File: src/rtl/config_regbank_pkg.sv
// rtl/config_regbank_pkg.sv - shared word map and defaults for the config register bank
// Purpose: word offsets of the fixed registers and the default ID constant.
// Ports: none (package).
package config_regbank_pkg;

  localparam int unsigned WORD_ID       = 0;
  localparam int unsigned WORD_STATUS   = 1;
  localparam int unsigned WORD_CNT_LO   = 2;
  localparam int unsigned WORD_CNT_HI   = 3;
  localparam int unsigned WORD_SCRATCH0 = 4;

  localparam logic [31:0] ID_VALUE_DEFAULT = 32'hC0F1_0001;

endpackage

File: src/rtl/config_rd_pipe.sv
// rtl/config_rd_pipe.sv - fixed-depth read-response delay line (valid, data, err)
// Purpose: delays a read response by DEPTH register stages.
// Ports:
//   clk, rst_n            clock, asynchronous active-low reset
//   i_valid/i_data/i_err  response produced in the cycle rd is sampled
//   o_valid/o_data/o_err  response DEPTH cycles later; data/err are zero when o_valid is low
module config_rd_pipe #(
  parameter int DEPTH = 2,
  parameter int WIDTH = 32
) (
  input  logic             clk,
  input  logic             rst_n,
  input  logic             i_valid,
  input  logic [WIDTH-1:0] i_data,
  input  logic             i_err,
  output logic             o_valid,
  output logic [WIDTH-1:0] o_data,
  output logic             o_err
);

  logic             r_valid [DEPTH];
  logic [WIDTH-1:0] r_data  [DEPTH];
  logic             r_err   [DEPTH];

  always_ff @(posedge clk or negedge rst_n) begin
    if (!rst_n) begin
      for (int i = 0; i < DEPTH; i++) begin
        r_valid[i] <= 1'b0;
        r_data[i]  <= '0;
        r_err[i]   <= 1'b0;
      end
    end else begin
      // Data and err are masked at entry so every stage is zero unless valid.
      r_valid[0] <= i_valid;
      r_data[0]  <= i_valid ? i_data : '0;
      r_err[0]   <= i_valid & i_err;
      for (int i = 1; i < DEPTH; i++) begin
        r_valid[i] <= r_valid[i-1];
        r_data[i]  <= r_data[i-1];
        r_err[i]   <= r_err[i-1];
      end
    end
  end

  assign o_valid = r_valid[DEPTH-1];
  assign o_data  = r_data[DEPTH-1];
  assign o_err   = r_err[DEPTH-1];

endmodule

File: src/rtl/config_rd_regbank.sv
// rtl/config_rd_regbank.sv - config register bank: ID, sticky STATUS, 64-bit counter, scratch
// Purpose: word-addressed register bank with a fixed-latency, non-blocking read path.
// Ports:
//   clk, rst_n                 clock, asynchronous active-low reset
//   rd, raddr                  read strobe and byte address
//   rdata, rvalid, decode_err  read response READ_LATENCY cycles after rd
//   wr, waddr, wdata, wstrb    write strobe, byte address, data, byte enables
//   event_in                   status event pulses, accumulated into STATUS
module config_rd_regbank
  import config_regbank_pkg::*;
#(
  parameter int                    ADDR_WIDTH   = 32,
  parameter int                    DATA_WIDTH   = 32,
  parameter logic [ADDR_WIDTH-1:0] BASE_ADDR    = '0,
  parameter int                    NUM_SCRATCH  = 4,
  parameter logic [31:0]           ID_VALUE     = ID_VALUE_DEFAULT,
  parameter int                    READ_LATENCY = 2,
  // Counter value loaded on reset; zero in normal use.
  parameter logic [63:0]           CNT_RESET    = '0,
  localparam int                   STRB_WIDTH   = DATA_WIDTH / 8
) (
  input  logic                  clk,
  input  logic                  rst_n,
  input  logic                  rd,
  input  logic [ADDR_WIDTH-1:0] raddr,
  output logic [DATA_WIDTH-1:0] rdata,
  output logic                  rvalid,
  input  logic                  wr,
  input  logic [ADDR_WIDTH-1:0] waddr,
  input  logic [DATA_WIDTH-1:0] wdata,
  input  logic [STRB_WIDTH-1:0] wstrb,
  input  logic [DATA_WIDTH-1:0] event_in,
  output logic                  decode_err
);

  localparam int OFS_BITS  = $clog2(STRB_WIDTH);
  localparam int NUM_WORDS = WORD_SCRATCH0 + NUM_SCRATCH;

  logic [DATA_WIDTH-1:0] r_status;
  logic [63:0]           r_cnt;
  logic [31:0]           r_cnt_hi;
  logic [DATA_WIDTH-1:0] r_scratch [NUM_SCRATCH];

  // Address decode. Subtraction wraps for addresses below the base, so the
  // explicit compare is what rejects them.
  logic [ADDR_WIDTH-1:0] w_ridx, w_widx;
  logic                  w_rhit, w_whit;
  assign w_ridx = (raddr - BASE_ADDR) >> OFS_BITS;
  assign w_widx = (waddr - BASE_ADDR) >> OFS_BITS;
  assign w_rhit = (raddr >= BASE_ADDR) && (w_ridx < ADDR_WIDTH'(NUM_WORDS));
  assign w_whit = (waddr >= BASE_ADDR) && (w_widx < ADDR_WIDTH'(NUM_WORDS));

  logic w_rd_status, w_rd_cnt_lo;
  assign w_rd_status = rd && w_rhit && (w_ridx == ADDR_WIDTH'(WORD_STATUS));
  assign w_rd_cnt_lo = rd && w_rhit && (w_ridx == ADDR_WIDTH'(WORD_CNT_LO));

  // Zero-extend (or truncate) the fixed-width sources to DATA_WIDTH.
  logic [63:0]            w_cnt_lo64;
  logic [DATA_WIDTH+31:0] w_id_ext, w_hi_ext;
  logic [DATA_WIDTH+63:0] w_lo_ext;
  assign w_cnt_lo64 = (DATA_WIDTH >= 64) ? r_cnt : {32'b0, r_cnt[31:0]};
  assign w_id_ext   = {{DATA_WIDTH{1'b0}}, ID_VALUE};
  assign w_hi_ext   = {{DATA_WIDTH{1'b0}}, r_cnt_hi};
  assign w_lo_ext   = {{DATA_WIDTH{1'b0}}, w_cnt_lo64};

  logic [DATA_WIDTH-1:0] w_rd_data;
  always_comb begin
    w_rd_data = '0;
    if (w_rhit) begin
      if (w_ridx == ADDR_WIDTH'(WORD_ID))          w_rd_data = w_id_ext[DATA_WIDTH-1:0];
      else if (w_ridx == ADDR_WIDTH'(WORD_STATUS)) w_rd_data = r_status;
      else if (w_ridx == ADDR_WIDTH'(WORD_CNT_LO)) w_rd_data = w_lo_ext[DATA_WIDTH-1:0];
      else if (w_ridx == ADDR_WIDTH'(WORD_CNT_HI)) w_rd_data = w_hi_ext[DATA_WIDTH-1:0];
      else begin
        for (int i = 0; i < NUM_SCRATCH; i++) begin
          if (w_ridx == ADDR_WIDTH'(WORD_SCRATCH0 + i)) w_rd_data = r_scratch[i];
        end
      end
    end
  end

  always_ff @(posedge clk or negedge rst_n) begin
    if (!rst_n) begin
      r_status <= '0;
      r_cnt    <= CNT_RESET;
      r_cnt_hi <= '0;
    end else begin
      // A STATUS read hands off the current value and restarts accumulation
      // from this cycle's events, so nothing arriving with the read is lost.
      r_status <= w_rd_status ? event_in : (r_status | event_in);
      r_cnt    <= r_cnt + 64'd1;
      if (w_rd_cnt_lo) r_cnt_hi <= r_cnt[63:32];
    end
  end

  // Reads use the registered value, so a same-cycle write is seen by the next read only.
  always_ff @(posedge clk or negedge rst_n) begin
    if (!rst_n) begin
      for (int i = 0; i < NUM_SCRATCH; i++) r_scratch[i] <= '0;
    end else if (wr && w_whit) begin
      for (int i = 0; i < NUM_SCRATCH; i++) begin
        if (w_widx == ADDR_WIDTH'(WORD_SCRATCH0 + i)) begin
          for (int b = 0; b < STRB_WIDTH; b++) begin
            if (wstrb[b]) r_scratch[i][8*b +: 8] <= wdata[8*b +: 8];
          end
        end
      end
    end
  end

  config_rd_pipe #(
    .DEPTH(READ_LATENCY),
    .WIDTH(DATA_WIDTH)
  ) u_rd_pipe (
    .clk    (clk),
    .rst_n  (rst_n),
    .i_valid(rd),
    .i_data (w_rd_data),
    .i_err  (~w_rhit),
    .o_valid(rvalid),
    .o_data (rdata),
    .o_err  (decode_err)
  );

endmodule

File: config.mk
export PLATFORM = sky130hd
export DESIGN_NAME = config_rd_regbank
export DESIGN_NICKNAME = d
export VERILOG_FILES = /design/src/rtl/config_regbank_pkg.sv /design/src/rtl/config_rd_pipe.sv /design/src/rtl/config_rd_regbank.sv
export SDC_FILE = /design/constraint.sdc
export NUM_CORES = 1
export LEC_CHECK = 0
export CORE_MARGIN = 10
export CORE_UTILIZATION = 45
export CTS_BUF_LIST = sky130_fd_sc_hd__clkbuf_8
export DETAILED_ROUTE_END_ITERATION = 8
export PLACE_DENSITY = 0.64
export SLEW_MARGIN = 20
export SYNTH_ARGS = -nofsm -noshare
export SYNTH_HDL_FRONTEND = slang
export SYNTH_SLANG_ARGS = --single-unit
File: constraint.sdc
create_clock -name clk -period 7.5 [get_ports clk]
set_input_delay 1.5 -clock clk [delete_from_list [all_inputs] [get_ports clk]]
set_output_delay 1.5 -clock clk [all_outputs]
set_load 0.02 [all_outputs]
==> impl_metrics.xml, run 1 <==
<?xml version="1.0" encoding="UTF-8"?>
<metrics>
  <group name="synthesis">
    <metric name="synth.cells.most_frequent" unit="">sky130_fd_sc_hd__dfrtp_1, sky130_fd_sc_hd__mux2_2, sky130_fd_sc_hd__nand2_1</metric>
    <metric name="muxShareOfSynthArea" unit="%">16.5</metric>
    <metric name="total_nets_after_synthesis" unit="">1175</metric>
    <metric name="compound_gate_portion_of_the_synthesized_area" unit="%">7.96</metric>
    <metric name="sequential_cell_area_fraction_in_the_yosys_report" unit="%">59.3</metric>
    <metric name="dominant_combinational_cell_family_by_area_after_synthesis" unit="">multiplexers</metric>
    <metric name="post-synth-top-area-fraction" unit="%">59.3</metric>
    <metric name="number_of_synthesized_flops_with_an_enable_pin" unit="">0</metric>
    <metric name="post_synth_inst_count" unit="">1038</metric>
    <metric name="yosys.area.top_type" unit="">sky130_fd_sc_hd__dfrtp_1</metric>
    <metric name="post_synth_instance_area" unit="µm²">13700</metric>
    <metric name="yosys_warnings" unit="">0</metric>
    <metric name="synth_simple_gate_area_share" unit="%">8.54</metric>
    <metric name="netlist-cell-type-count" unit="">45</metric>
    <metric name="postSynth.asyncResetShare" unit="%">100</metric>
    <metric name="dominantRegCellSynth" unit="">sky130_fd_sc_hd__dfrtp_1</metric>
    <metric name="post_synth.cell_area_avg" unit="µm²">13.2</metric>
    <metric name="ys_seq_elements" unit="">324</metric>
    <metric name="synth_fa_ha_area_share" unit="%">0.0914</metric>
    <metric name="yosys-top-cells-area" unit="">sky130_fd_sc_hd__dfrtp_1, sky130_fd_sc_hd__mux2_2, sky130_fd_sc_hd__mux4_2</metric>
    <metric name="xor_and_xnor_area_share_after_synthesis" unit="%">4.02</metric>
    <metric name="synth.most_common_cell" unit="">sky130_fd_sc_hd__dfrtp_1</metric>
  </group>
  <group name="cts">
    <metric name="cts_root_buf" unit="">sky130_fd_sc_hd__clkbuf_8</metric>
    <metric name="cts.clk_slew.worst_paths" unit="ns">0.06</metric>
    <metric name="cts-root-to-sink-buffers" unit="">3</metric>
    <metric name="cts_tree" unit="">done</metric>
    <metric name="cts_hold_repair.buffers" unit="">0</metric>
    <metric name="post_cts_resize_count" unit="">0</metric>
    <metric name="cts_inserted_buffers" unit="">54</metric>
    <metric name="cts.sink_count" unit="">324</metric>
    <metric name="cts-htree-levels" unit="">2</metric>
    <metric name="post-cts-setup-buffers" unit="">0</metric>
    <metric name="clk_latency" unit="ns">0.57</metric>
  </group>
  <group name="sta">
    <metric name="finalMaxSlewViolations" unit="">0</metric>
    <metric name="final.setup.tns" unit="ns">0</metric>
    <metric name="finalCritPeriodShare" unit="%">50.5</metric>
    <metric name="timing.fmax" unit="MHz">264</metric>
    <metric name="max-slew-margin-rel" unit="%">32.1</metric>
    <metric name="fin_worst_skew" unit="ns">0.0100</metric>
    <metric name="setup_violations" unit="">0</metric>
    <metric name="worst_pin_slew" unit="ns">1.01</metric>
    <metric name="fin_ws" unit="ns">3.71</metric>
    <metric name="unrepaired_setup_endpoints_after_global_routing" unit="">no</metric>
    <metric name="final_period_minus_worst_setup_slack" unit="ns">3.79</metric>
    <metric name="timing.final.hold_violations" unit="">0</metric>
    <metric name="fin_worst_hold_slack" unit="ns">0.343</metric>
  </group>
  <group name="job">
    <metric name="cap_viol_max_count" unit="">0</metric>
  </group>
  <group name="setup_path">
    <metric name="crit-reg2reg-launch" unit="">r_cnt[7]</metric>
    <metric name="timing.reg2reg.worst_path_depth" unit="">5</metric>
    <metric name="critPathKind" unit="">in2reg</metric>
    <metric name="worst_setup_path_endpoint" unit="">r_scratch[40]</metric>
    <metric name="path_cells" unit="">clkdlybuf4s50_1 &gt; or4_1 &gt; nor3_1 &gt; nand4_1 &gt; nor2_1 &gt; mux2_2</metric>
    <metric name="regToRegEndpoint" unit="">r_cnt[32]</metric>
    <metric name="cpPeakStageDelay" unit="ns">0.79</metric>
    <metric name="required" unit="ns">7.96</metric>
    <metric name="timing.critical_path.fanout_max" unit="">8</metric>
    <metric name="timing.critical_path.to_type" unit="">register</metric>
    <metric name="worstSetupStartpoint" unit="">waddr[31]</metric>
    <metric name="critical_path.slowest_cell" unit="">sky130_fd_sc_hd__nor2_1</metric>
    <metric name="worst_setup_path_start_kind" unit="">input port</metric>
    <metric name="timing.reg2reg.setup_slack" unit="ns">4.80</metric>
    <metric name="arrival" unit="ns">4.25</metric>
  </group>
  <group name="detailed_routing">
    <metric name="vias_per_cell" unit="">5.43</metric>
    <metric name="final_antenna_net_count" unit="">0</metric>
    <metric name="routed-via-count" unit="">8820</metric>
    <metric name="avgRoutedWirePerCell" unit="µm">20.4</metric>
    <metric name="detail_route.first_pass.iterations" unit="">5</metric>
    <metric name="post-route-drc-count" unit="">0</metric>
    <metric name="drt_iter0_drc" unit="">631</metric>
    <metric name="wl" unit="µm">33100</metric>
  </group>
  <group name="placed_design">
    <metric name="detailedPlacementHpwl" unit="µm">23200</metric>
    <metric name="place.gp.congestion" unit="">0.775</metric>
    <metric name="place_area" unit="µm²">15500</metric>
    <metric name="portBuffers" unit="">165</metric>
    <metric name="placement.setup.worst_slack" unit="ns">3.13</metric>
    <metric name="dp.cells" unit="">1529</metric>
  </group>
  <group name="floorplan">
    <metric name="core_area" unit="µm²">29800</metric>
    <metric name="vertical_die_dimension" unit="µm">194</metric>
    <metric name="start_util" unit="%">45.9</metric>
    <metric name="die_area" unit="µm²">37800</metric>
    <metric name="io_pins" unit="">170</metric>
    <metric name="core.rowCount" unit="">63</metric>
    <metric name="die_x" unit="µm">194</metric>
  </group>
  <group name="final_layout">
    <metric name="n_antenna_cell" unit="">0</metric>
    <metric name="multi_input_comb_area" unit="µm²">5100</metric>
    <metric name="final_nets" unit="">1332</metric>
    <metric name="fillerInstances" unit="">2504</metric>
    <metric name="area.growth.synth_to_final" unit="%">21.0</metric>
    <metric name="final_area" unit="µm²">16600</metric>
    <metric name="fin_cells" unit="">1625</metric>
    <metric name="area_used_by_sequential_logic_in_the_layout" unit="µm²">8110</metric>
    <metric name="drive_above_1_share" unit="%">22.6</metric>
    <metric name="core_util_final" unit="%">55.5</metric>
  </group>
  <group name="grt">
    <metric name="grt_util_all_layers" unit="%">17.4</metric>
    <metric name="grt_pass1_vias" unit="">9316</metric>
    <metric name="grt.overflow.total" unit="">0</metric>
    <metric name="grt_first_pass_wirelength" unit="µm">53100</metric>
    <metric name="grt_max_degree" unit="">155</metric>
    <metric name="grt_antenna_before_repair" unit="">2</metric>
  </group>
  <group name="min_path">
    <metric name="hold_path.class" unit="">reg2reg</metric>
  </group>
  <group name="run_status">
    <metric name="result_of_the_run" unit="">complete, no violations</metric>
  </group>
  <group name="power">
    <metric name="power.ir.vdd_worst" unit="mV">0.123</metric>
    <metric name="post-layout-total-power" unit="mW">3.37</metric>
    <metric name="power-per-cell-area" unit="nW/µm²">203</metric>
    <metric name="power.leakage" unit="nW">7.42</metric>
  </group>
</metrics>
## critical path: cells and delay by family
family        cells  cell delay (ns)
simple gates      4             1.94
mux               1             0.42
buf+inv           1             0.39
## flip-flops by register name (all words and copies together) (netlist names)
signal	cells
r_scratch	128
r_cnt	64
r_cnt_hi	32
r_status	32
u_rd_pipe.o_data	32
u_rd_pipe.r_data	32
u_rd_pipe.o_err	1
u_rd_pipe.o_valid	1
u_rd_pipe.r_err	1
u_rd_pipe.r_valid	1
## final cells by class
class	count	area share (%)
timing repair buffer	178	10.6
clock inverter	30	0.718
inverter	20	0.454
tap	390	2.95
multi-input combinational	617	30.8
clock buffer	66	5.49
sequential	324	49.0
## layout by cell type (no fill, tap or decap), types with 3 or more instances in the layout
| cell | n |
|---|---|
| sky130_fd_sc_hd__nor3_1 | 8 |
| sky130_fd_sc_hd__mux2_2 | 152 |
| sky130_fd_sc_hd__or4_1 | 5 |
| sky130_fd_sc_hd__a21oi_1 | 26 |
| sky130_fd_sc_hd__clkbuf_8 | 66 |
| sky130_fd_sc_hd__buf_2 | 3 |
| sky130_fd_sc_hd__nand2_1 | 56 |
| sky130_fd_sc_hd__nand4_1 | 24 |
| sky130_fd_sc_hd__a221oi_1 | 8 |
| sky130_fd_sc_hd__buf_4 | 12 |
| sky130_fd_sc_hd__o21ai_0 | 39 |
| sky130_fd_sc_hd__and2_1 | 4 |
| sky130_fd_sc_hd__xor2_1 | 16 |
| sky130_fd_sc_hd__nor3_2 | 4 |
| sky130_fd_sc_hd__a21o_1 | 32 |
| sky130_fd_sc_hd__clkdlybuf4s50_1 | 161 |
| sky130_fd_sc_hd__nand2b_1 | 12 |
| sky130_fd_sc_hd__nor4_2 | 3 |
| sky130_fd_sc_hd__and3_1 | 8 |
| sky130_fd_sc_hd__inv_1 | 46 |
| sky130_fd_sc_hd__a22oi_1 | 46 |
| sky130_fd_sc_hd__nand3_1 | 25 |
| sky130_fd_sc_hd__o22ai_1 | 16 |
| sky130_fd_sc_hd__nor2_1 | 26 |
| sky130_fd_sc_hd__nor4_1 | 11 |
| sky130_fd_sc_hd__and4_1 | 9 |
| sky130_fd_sc_hd__mux4_2 | 24 |
| sky130_fd_sc_hd__dfrtp_1 | 324 |
| sky130_fd_sc_hd__xnor2_1 | 45 |
## layer usage
layer	vias to the layer above	wire length, µm	global-route usage (%)
met5	-	31	0
met4	4	478	4.17
met3	48	2220	4.63
li1	4051	-	-
met1	4455	15200	23.7
met2	262	15200	27.1
## power breakdown
group          total (mW)  switching (mW)  internal, mW
Sequential           1.75        0.000393          1.75
Clock                1.45           0.668         0.786
Combinational       0.162          0.0843        0.0781
## logic make-up after synthesis
logic type / count (synthesis)
simple gates: 209
flops: 324
fa+ha+maj: 1
buf+inv: 97
compound gates: 168
xor+xnor: 62
mux: 177
## how the worst min path moves through the flow
stage	slack, ns	cells after the start	endpoint	from
2_1_floorplan	0.33	0	u_rd_pipe.o_data[0]	u_rd_pipe.r_data[32]
3_3_place_gp	0.33	0	u_rd_pipe.o_data[25]	u_rd_pipe.r_data[57]
3_5_place_dp	0.33	0	u_rd_pipe.o_data[14]	u_rd_pipe.r_data[46]
4_1_cts	0.34	0	u_rd_pipe.o_valid	u_rd_pipe.r_valid[1]
5_1_grt	0.35	0	u_rd_pipe.o_data[7]	u_rd_pipe.r_data[39]
6_report	0.34	0	u_rd_pipe.o_data[0]	u_rd_pipe.r_data[32]
Note: power is estimated with default switching activity, not from simulation.
==> run 2: changes to the inputs <==
clock period = 3.7 ns   (was 7.5 ns; I/O delays follow)
==> impl_metrics.xml, run 2 (same netlist as run 1, synthesis figures left out) <==
<?xml version="1.0" encoding="UTF-8"?>
<metrics>
  <group name="run_status">
    <metric name="result_of_the_run" unit="">complete, no violations</metric>
  </group>
  <group name="sta">
    <metric name="final_period_minus_worst_setup_slack" unit="ns">2.83</metric>
    <metric name="final.setup.tns" unit="ns">0</metric>
    <metric name="finalCritPeriodShare" unit="%">76.5</metric>
    <metric name="timing.final.hold_violations" unit="">0</metric>
    <metric name="finalMaxSlewViolations" unit="">0</metric>
    <metric name="timing.fmax" unit="MHz">354</metric>
    <metric name="setup_violations" unit="">0</metric>
    <metric name="fin_worst_hold_slack" unit="ns">0.185</metric>
    <metric name="fin_worst_skew" unit="ns">0.0294</metric>
    <metric name="worst_pin_slew" unit="ns">0.768</metric>
    <metric name="max-slew-margin-rel" unit="%">48.8</metric>
    <metric name="unrepaired_setup_endpoints_after_global_routing" unit="">no</metric>
    <metric name="fin_ws" unit="ns">0.871</metric>
  </group>
  <group name="placed_design">
    <metric name="detailedPlacementHpwl" unit="µm">23900</metric>
    <metric name="dp.cells" unit="">1555</metric>
    <metric name="portBuffers" unit="">165</metric>
    <metric name="place.gp.congestion" unit="">0.815</metric>
    <metric name="placement.setup.worst_slack" unit="ns">0.309</metric>
    <metric name="place_area" unit="µm²">15800</metric>
  </group>
  <group name="setup_path">
    <metric name="required" unit="ns">4.11</metric>
    <metric name="arrival" unit="ns">3.24</metric>
    <metric name="cpPeakStageDelay" unit="ns">0.54</metric>
    <metric name="worst_setup_path_start_kind" unit="">input port</metric>
    <metric name="critical_path.slowest_cell" unit="">sky130_fd_sc_hd__a221oi_1</metric>
    <metric name="timing.critical_path.fanout_max" unit="">9</metric>
    <metric name="path_cells" unit="">clkdlybuf4s50_1 &gt; nor4_1 &gt; nand4_1 &gt; nor3_1 &gt; nand2_1 &gt; a221oi_1</metric>
    <metric name="timing.critical_path.to_type" unit="">register</metric>
    <metric name="critPathKind" unit="">in2reg</metric>
    <metric name="critical_path.top_delay_family" unit="">simple AND/OR/NAND/NOR gates</metric>
    <metric name="worst-path-buf-inv" unit="">1</metric>
  </group>
  <group name="power">
    <metric name="combinationalPowerShare" unit="%">5.1</metric>
    <metric name="post-layout-total-power" unit="mW">6.76</metric>
    <metric name="power.leakage" unit="nW">7.51</metric>
    <metric name="netSwitchingPower" unit="mW">1.52</metric>
    <metric name="power.clock.fraction" unit="%">42.4</metric>
    <metric name="seqPwrFrac" unit="%">52.5</metric>
    <metric name="power.ir.vdd_worst" unit="mV">0.238</metric>
    <metric name="internal_power" unit="mW">5.24</metric>
    <metric name="power-per-cell-area" unit="nW/µm²">404</metric>
    <metric name="sw_frac_of_total" unit="%">22.5</metric>
  </group>
  <group name="detailed_routing">
    <metric name="final_antenna_net_count" unit="">0</metric>
    <metric name="vias_per_cell" unit="">5.42</metric>
    <metric name="avgRoutedWirePerCell" unit="µm">20.4</metric>
    <metric name="post-route-drc-count" unit="">0</metric>
    <metric name="drt_iter0_drc" unit="">655</metric>
    <metric name="met2_wirelength" unit="µm">15000</metric>
    <metric name="detail_route.first_pass.iterations" unit="">5</metric>
    <metric name="routed-via-count" unit="">8895</metric>
    <metric name="detailroute.wirelength.met3" unit="µm">2190</metric>
    <metric name="detailed_route_wire_length_on_metal_1" unit="µm">15600</metric>
    <metric name="wl" unit="µm">33500</metric>
    <metric name="topRoutingLayerUsed" unit="">met4</metric>
  </group>
  <group name="grt">
    <metric name="grt_pass1_vias" unit="">9531</metric>
    <metric name="grt.overflow.total" unit="">0</metric>
    <metric name="grt_util_all_layers" unit="%">17.7</metric>
    <metric name="grt_first_pass_wirelength" unit="µm">54300</metric>
    <metric name="grt_max_degree" unit="">95</metric>
    <metric name="grt_antenna_before_repair" unit="">1</metric>
  </group>
  <group name="final_layout">
    <metric name="final_nets" unit="">1357</metric>
    <metric name="layout.cells.most_common_list" unit="">sky130_fd_sc_hd__dfrtp_1, sky130_fd_sc_hd__clkdlybuf4s50_1, sky130_fd_sc_hd__mux2_2</metric>
    <metric name="largest-register" unit="">r_scratch</metric>
    <metric name="fin_cells" unit="">1642</metric>
    <metric name="final_area" unit="µm²">16700</metric>
    <metric name="area.growth.synth_to_final" unit="%">22.2</metric>
    <metric name="core_util_final" unit="%">56.1</metric>
    <metric name="mostFrequentLayoutCell" unit="">sky130_fd_sc_hd__dfrtp_1</metric>
    <metric name="multi_input_comb_area" unit="µm²">5100</metric>
    <metric name="fillerInstances" unit="">2547</metric>
    <metric name="drive_above_1_share" unit="%">24.2</metric>
    <metric name="top_regs" unit="">r_scratch x128, r_cnt x64</metric>
    <metric name="area_used_by_sequential_logic_in_the_layout" unit="µm²">8110</metric>
    <metric name="largest_register_ffs" unit="">128</metric>
  </group>
  <group name="cts">
    <metric name="cts_root_buf" unit="">sky130_fd_sc_hd__clkbuf_8</metric>
    <metric name="clk_latency" unit="ns">0.58</metric>
    <metric name="cts_hold_repair.buffers" unit="">0</metric>
    <metric name="cts.sink_count" unit="">324</metric>
    <metric name="cts-root-to-sink-buffers" unit="">3</metric>
    <metric name="cts_tree" unit="">done</metric>
    <metric name="post_cts_resize_count" unit="">0</metric>
    <metric name="post-cts-setup-buffers" unit="">0</metric>
    <metric name="cts-htree-levels" unit="">2</metric>
    <metric name="cts_inserted_buffers" unit="">53</metric>
    <metric name="cts.clk_slew.worst_paths" unit="ns">0.06</metric>
  </group>
  <group name="floorplan">
    <metric name="core.rowCount" unit="">63</metric>
    <metric name="die_x" unit="µm">194</metric>
    <metric name="start_util" unit="%">45.9</metric>
    <metric name="die_area" unit="µm²">37800</metric>
    <metric name="io_pins" unit="">170</metric>
    <metric name="vertical_die_dimension" unit="µm">194</metric>
    <metric name="core_area" unit="µm²">29800</metric>
  </group>
  <group name="job">
    <metric name="cap_viol_max_count" unit="">0</metric>
  </group>
  <group name="min_path">
    <metric name="hold_path.class" unit="">in2async</metric>
  </group>
</metrics>
[run 2: cell count changes in the layout (fill, tap and decap cells not counted), sizes merged]
cell	before	now
buf	17	43
bufinv	0	1
clkbuf	66	60
clkinv	3	5
diode	0	2
inv	46	38
[run 2: area by class of cell]
cell class	instances	area share [%]
flip-flops and latches	324	48.5
multi-input cells	617	30.5
repair buffers	204	11.9
clock buffers	60	4.94
well taps	390	2.92
clock inverters	25	0.793
inverters	20	0.449
diodes	2	0.0299
[run 2: power by group through the flow]
stage	registers (mW)	clock network [mW]	logic (mW)
3_3_place_gp	3.61	0	0.348
6_report	3.55	2.87	0.342
5_1_grt	3.55	3.13	0.379
3_5_place_dp	3.61	0	0.350
4_1_cts	3.55	2.96	0.351
2_1_floorplan	3.61	0	0.0784
[run 2: path summary, 6_finish.rpt]
kind / from / endpoint / slack [ns] / depth (start not counted)
hold reg to reg: u_rd_pipe.r_data[32] / u_rd_pipe.o_data[0] / 0.35 / 0
setup / recovery: raddr[17] / u_rd_pipe.r_data[32] / 0.87 / 6
setup reg to reg: r_cnt[7] / r_cnt[34] / 1.16 / 5
min in group clk: u_rd_pipe.r_data[32] / u_rd_pipe.o_data[0] / 0.35 / 0
max in group asynchronous: rst_n / r_scratch[85] / 2.62 / 2
hold / removal: rst_n / u_rd_pipe.o_data[13] / 0.19 / 1
[run 2: worst reg2reg max path, stage by stage (launching register included)]
cell and delay, ns:
sky130_fd_sc_hd__dfrtp_1 0.46, sky130_fd_sc_hd__nand4_2 0.19, sky130_fd_sc_hd__or4_4 0.63, sky130_fd_sc_hd__or4_4 0.59, sky130_fd_sc_hd__or3_4 0.42, sky130_fd_sc_hd__xnor2_2 0.13
[run 2: metal layers]
layer / up-vias / track usage (%)
li1: 4092 / -
met1: 4484 / 24.7
met2: 260 / 26.9
met3: 59 / 4.53
met4: 0 / 4.60
met5: - / 0
